$ cat config.mk
export PLATFORM = sky130hd
export DESIGN_NAME = img2col_window_feeder
export DESIGN_NICKNAME = d
export VERILOG_FILES = /design/src/rtl/img2col_window_feeder.sv
export SDC_FILE = /design/constraint.sdc
export NUM_CORES = 1
export LEC_CHECK = 0
export ABC_CLOCK_PERIOD_IN_PS = 3700
export CAP_MARGIN = 20
export CORE_AREA = 10 10 90 92
export CTS_BUF_LIST = sky130_fd_sc_hd__clkbuf_4 sky130_fd_sc_hd__clkbuf_8 sky130_fd_sc_hd__clkbuf_16
export DETAILED_ROUTE_END_ITERATION = 8
export DIE_AREA = 0 0 100 102
export PLACE_DENSITY_LB_ADDON = 0.1
export SLEW_MARGIN = 20
export SYNTH_ARGS = -nofsm -noshare
export SYNTH_HDL_FRONTEND = slang
export SYNTH_SLANG_ARGS = --single-unit
$ cat constraint.sdc
create_clock -name clk -period 3.7 [get_ports clk]
set_input_delay 0.925 -clock clk [delete_from_list [all_inputs] [get_ports clk]]
set_output_delay 0.925 -clock clk [all_outputs]
set_load 0.005 [all_outputs]
$ cat src/rtl/img2col_window_feeder.sv
// Write-side producer for the img2col window buffer: streams pixels into a column-major
// K*K window, reloading all of it at the start of each window-row and only the newest column otherwise.
module img2col_window_feeder #(
  parameter int DATA_WIDTH = 16,
  parameter int ADDR_WIDTH = 5,
  parameter int K          = 5,
  parameter int ROW_W      = 8
) (
  input  logic                  clk,
  input  logic                  rst,
  input  logic                  job_start,
  input  logic [5:0]            cfg_cols,
  input  logic [ROW_W-1:0]      cfg_rows,
  input  logic                  pix_valid,
  input  logic [DATA_WIDTH-1:0] pix_data,
  output logic                  pix_ready,
  output logic                  pu_start,
  output logic                  g_wr_en,
  output logic [ADDR_WIDTH-1:0] g_wr_addr,
  output logic [DATA_WIDTH-1:0] g_wr_data,
  input  logic                  g_rd_strobe,
  output logic [5:0]            round,
  output logic                  busy,
  output logic                  done,
  output logic [2:0]            dbg_state
);

  // Pixel handshake: a pixel transfers on a rising clk edge where pix_valid and pix_ready
  // are both high; pix_ready depends only on state, never on pix_valid.
  typedef enum logic [2:0] {
    S_IDLE    = 3'd0,
    S_FILL    = 3'd1,
    S_WAIT_HI = 3'd2,
    S_WAIT_LO = 3'd3,
    S_DONE    = 3'd4
  } state_t;

  localparam logic [ADDR_WIDTH-1:0] LAST_ADDR = ADDR_WIDTH'(K * K - 1);
  localparam logic [ADDR_WIDTH-1:0] COL_ADDR  = ADDR_WIDTH'(K * (K - 1));

  state_t                  state_q, state_d;
  logic [ADDR_WIDTH-1:0]   addr_q;
  logic [5:0]              cols_q;
  logic [ROW_W-1:0]        rows_q;
  logic [ROW_W-1:0]        row_q;
  logic [5:0]              round_q;
  logic                    busy_q;
  logic                    pu_start_q;
  logic                    wr_en_q;
  logic [ADDR_WIDTH-1:0]   wr_addr_q;
  logic [DATA_WIDTH-1:0]   wr_data_q;

  logic start_acc;
  logic accept;
  logic win_done;
  logic last_col;
  logic last_row;

  assign start_acc = (state_q == S_IDLE) && job_start;
  assign accept    = (state_q == S_FILL) && pix_valid;
  // The window is released once the PU strobe has risen and then fallen again.
  assign win_done  = (state_q == S_WAIT_LO) && !g_rd_strobe;
  assign last_col  = (round_q == cols_q - 6'd1);
  assign last_row  = (row_q == rows_q - 1'b1);

  always_comb begin
    state_d = state_q;
    case (state_q)
      S_IDLE:    if (job_start) state_d = S_FILL;
      S_FILL:    if (accept && addr_q == LAST_ADDR) state_d = S_WAIT_HI;
      S_WAIT_HI: if (g_rd_strobe) state_d = S_WAIT_LO;
      S_WAIT_LO: if (!g_rd_strobe) state_d = (last_col && last_row) ? S_DONE : S_FILL;
      S_DONE:    state_d = S_IDLE;
      default:   state_d = S_IDLE;
    endcase
  end

  always_ff @(posedge clk or posedge rst) begin
    if (rst) begin
      state_q    <= S_IDLE;
      addr_q     <= '0;
      cols_q     <= '0;
      rows_q     <= '0;
      row_q      <= '0;
      round_q    <= '0;
      busy_q     <= 1'b0;
      pu_start_q <= 1'b0;
      wr_en_q    <= 1'b0;
      wr_addr_q  <= '0;
      wr_data_q  <= '0;
    end else begin
      state_q    <= state_d;
      pu_start_q <= start_acc;
      wr_en_q    <= accept;
      if (accept) begin
        wr_addr_q <= addr_q;
        wr_data_q <= pix_data;
        if (addr_q != LAST_ADDR) addr_q <= addr_q + 1'b1;
      end
      if (start_acc) begin
        cols_q  <= (cfg_cols == 6'd0) ? 6'd1 : cfg_cols;
        rows_q  <= (cfg_rows == '0) ? ROW_W'(1) : cfg_rows;
        row_q   <= '0;
        round_q <= '0;
        addr_q  <= '0;
        busy_q  <= 1'b1;
      end
      // round only moves here, so the PU sees a stable index for the whole read.
      if (win_done) begin
        if (last_col) begin
          round_q <= '0;
          row_q   <= row_q + 1'b1;
          addr_q  <= '0;
        end else begin
          round_q <= round_q + 6'd1;
          addr_q  <= COL_ADDR;
        end
      end
      if (state_q == S_DONE) busy_q <= 1'b0;
    end
  end

  assign pix_ready = (state_q == S_FILL);
  assign pu_start  = pu_start_q;
  assign g_wr_en   = wr_en_q;
  assign g_wr_addr = wr_addr_q;
  assign g_wr_data = wr_data_q;
  assign round     = round_q;
  assign busy      = busy_q;
  assign done      = (state_q == S_DONE);
  assign dbg_state = state_q;

endmodule
==> impl_metrics.env <==
export IMPL_min_from="g_wr_data[6]$_DFFE_PP0P_"
export IMPL_status="complete, no violations"
export IMPL_final_setup_viol_count=0
export IMPL_whs_path_depth=1
export IMPL_gp_congestion=0.784
export IMPL_die_h_um=102
export IMPL_powerDensity_nw_per_um2=577
export IMPL_ir_worst_vdd_mv=0.331
export IMPL_vias=2353
export IMPL_cts_buffers=9
export IMPL_drt_iter0_drc=97
export IMPL_root_buffer="clkbuf_8"
export IMPL_clk_latency_ns=0.33
export IMPL_cts_sinks=60
export IMPL_layout_drive_gt1_share=0.122
export IMPL_required_ns=2.77
export IMPL_synth_flop_cell="dfrtp_1"
export IMPL_fp_row_count=29
export IMPL_cp_max_fo=9
export IMPL_timing_fmax_mhz=369
export IMPL_fin_setup_tns_ns=0
export IMPL_skew_ns=0.00565
export IMPL_grtUsageMet3=0.0445
export IMPL_use_met2=0.218
export IMPL_yosysSeqAreaShare=0.505
export IMPL_tritoncts="built"
export IMPL_min_period_ns=2.71
export IMPL_critPathLaunchType="flop"
export IMPL_htree_levels=3
export IMPL_cts_setup_buffers=0
export IMPL_cts_max_path_buffers=2
export IMPL_rr_startpoint="cols_q[0]$_DFFE_PP0P_"
export IMPL_use_met1=0.167
export IMPL_reg2reg_to="row_q[6]$_DFF_PP0_"
export IMPL_hp_class="reg2reg"
export IMPL_rsz0062_at_grt="false"
export IMPL_period_share=0.732
export IMPL_async_flop_share=1.00
export IMPL_synth_cell_types=45
export IMPL_crit_type="reg2out"
export IMPL_critPathArrivalTime_ns=1.78
export IMPL_track_usage=0.137
export IMPL_syn_area_um2=2970
export IMPL_slew_headroom=0.590
export IMPL_final_hold_violation_count=0
export IMPL_total_leakage_power_uw=0.00172
export IMPL_dp_hpwl_um=4990
export IMPL_synth_seq_cells=60
export IMPL_worst_slack_ns=0.993
export IMPL_max_cap_violations=0
export IMPL_endpoint_kind="output port"
export IMPL_portBuffers=69
export IMPL_areaGrowthSynthToFinish_pct=32.8
export IMPL_ctsResizeCount=0
export IMPL_antenna_found_initial=0
export IMPL_routedWlPerCell_um=14.9
export IMPL_routed_wl_um=6670
export IMPL_antenna_cells=0
export IMPL_pin_count=70
export IMPL_drcViolationCount=0
export IMPL_cts_clk_slew_worst_paths_ns=0.06
export IMPL_core_area_um2=6280
export IMPL_rrSetupSlack_ns=1.30
export IMPL_worst_pin_slew_ns=0.613
export IMPL_drtAntennaViolNets=0
export IMPL_yosysWarnings=0
export IMPL_grt_overflow_total=0
export IMPL_dp_slack_ns=0.941
export IMPL_first_pass_iters=4
export IMPL_r2r_worst_path_cells=8
export IMPL_synth_avg_cell_area_um2=10.2
export IMPL_initial_utilization=0.473
export IMPL_synth_nets=333
export IMPL_grt_pass1_wl_um=11300
export IMPL_fillers=555
export IMPL_worstHoldEndpoint="g_wr_data[6]$_DFFE_PP0P_"
export IMPL_nNetsFinal=407
export IMPL_grt_pass1_vias=2413
export IMPL_dieArea_um2=10200
export IMPL_grt_busiest_layer="met2"
export IMPL_vias_per_cell=5.26
export IMPL_synth_cells=292
export IMPL_drv_slew=0
export IMPL_hold_buffers=0
export IMPL_grt_max_degree=33
export IMPL_die_w_um=100
export IMPL_synth_edf_count=0
==> power by group <==
part	switching, µW	internal [µW]
combinational	309	414
clock	249	322
sequential	157	824
==> placed cells by master, fill, tap and decap left out, drive strengths merged, types with 2 or more instances in the layout <==
cell           Yosys  routed
clkdlybuf4s50      0      69
dfrtp             60      60
nand2             47      47
mux2              21      21
o21ai             20      20
nor2              16      16
xor2              14      14
inv               13      13
nand3             11      11
clkbuf             5      10
a21oi              9       9
nand4              7       7
xnor2              6       6
ha                 6       6
nor3               5       5
nor3b              4       4
or3                4       4
nor2b              4       4
mux2i              4       4
clkinv             1       4
nand2b             3       3
o211ai             3       3
a31oi              3       3
o31ai              3       3
buf                4       3
and3b              2       2
a22o               2       2
or4                2       2
nor4               2       2
==> how the worst max path moves through the flow <==
stage / startpoint / endpoint / slack (ns) / cells past startpoint
floorplan: rst / addr_q[0]$_DFFE_PP0P_ / 1.29 / 1
global placement: g_rd_strobe / row_q[6]$_DFF_PP0_ / 0.97 / 7
detailed placement: g_rd_strobe / row_q[6]$_DFF_PP0_ / 0.94 / 7
CTS: dbg_state[2]$_DFFE_PP0P_ / done / 0.95 / 2
global route: dbg_state[2]$_DFFE_PP0P_ / done / 0.87 / 2
finish: dbg_state[2]$_DFFE_PP0P_ / done / 0.99 / 2
==> metrics by stage <==
| step | cell area [µm²] | hold WS (ns) | cells | utilization | power, µW |
|---|---|---|---|---|---|
| 3_5_place_dp | 3750 | 0.495 | 432 | 0.598 | 1730 |
| 2_1_floorplan | 2970 | 0.460 | 292 | - | 1410 |
| 6_report | 3950 | 0.504 | 447 | 0.628 | 2280 |
| 3_3_place_gp | 3750 | 0.482 | 432 | 0.598 | 1710 |
| 5_1_grt | 3950 | 0.518 | 447 | 0.628 | 2440 |
| 4_1_cts | 3950 | 0.510 | 447 | 0.628 | 2310 |
==> critical path: stages (launching register included) <==
cell and delay [ns]:
dfrtp_1 0.47, nor3b_1 0.39, clkdlybuf4s50_1 0.59
==> cell families after synthesis <==
group / after synthesis / synth area share
AO/OA/AOI/OAI: 46 / 0.100
flip-flops: 60 / 0.505
adder cells (fa/ha/maj): 6 / 0.0253
buffers and inverters: 23 / 0.0303
multiplexers: 25 / 0.0931
AND/OR/NAND/NOR: 112 / 0.187
XOR/XNOR: 20 / 0.0590
==> cell type report <==
type	count	area, µm²	share of cell area
Clock inverter	5	52.6	0.0133
Tap cell	77	96.3	0.0244
Clock buffer	10	138	0.0349
Inverter	14	52.6	0.0133
Timing Repair Buffer	72	726	0.184
Multi-Input combinational cell	209	1380	0.350
Sequential cell	60	1500	0.381
==> metal layers <==
layer	up-vias	routed length [µm]
met5	-	0
met4	0	25
met3	2	462
met2	75	3050
met1	1114	3130
li1	1162	-
==> synthesized netlist by cell type (all sizes together), types with 6 or more instances <==
master  number  area share
xor2        14       0.041
inv         13       0.016
xnor2        6       0.018
a21oi        9       0.015
ha           6       0.025
nand4        7       0.015
nand2       47       0.059
o21ai       20       0.034
mux2        21       0.080
nor2        16       0.020
dfrtp       60        0.51
nand3       11       0.020
==> registers in the layout, summed over array words and instances, names as in the netlist <==
| signal | count |
|---|---|
| addr_q | 5 |
| busy | 1 |
| cols_q | 6 |
| dbg_state | 3 |
| g_wr_addr | 5 |
| g_wr_data | 16 |
| g_wr_en | 1 |
| pu_start | 1 |
| round | 6 |
| row_q | 8 |
| rows_q | 8 |
No activity file was read; power rests on OpenSTA's default activity.
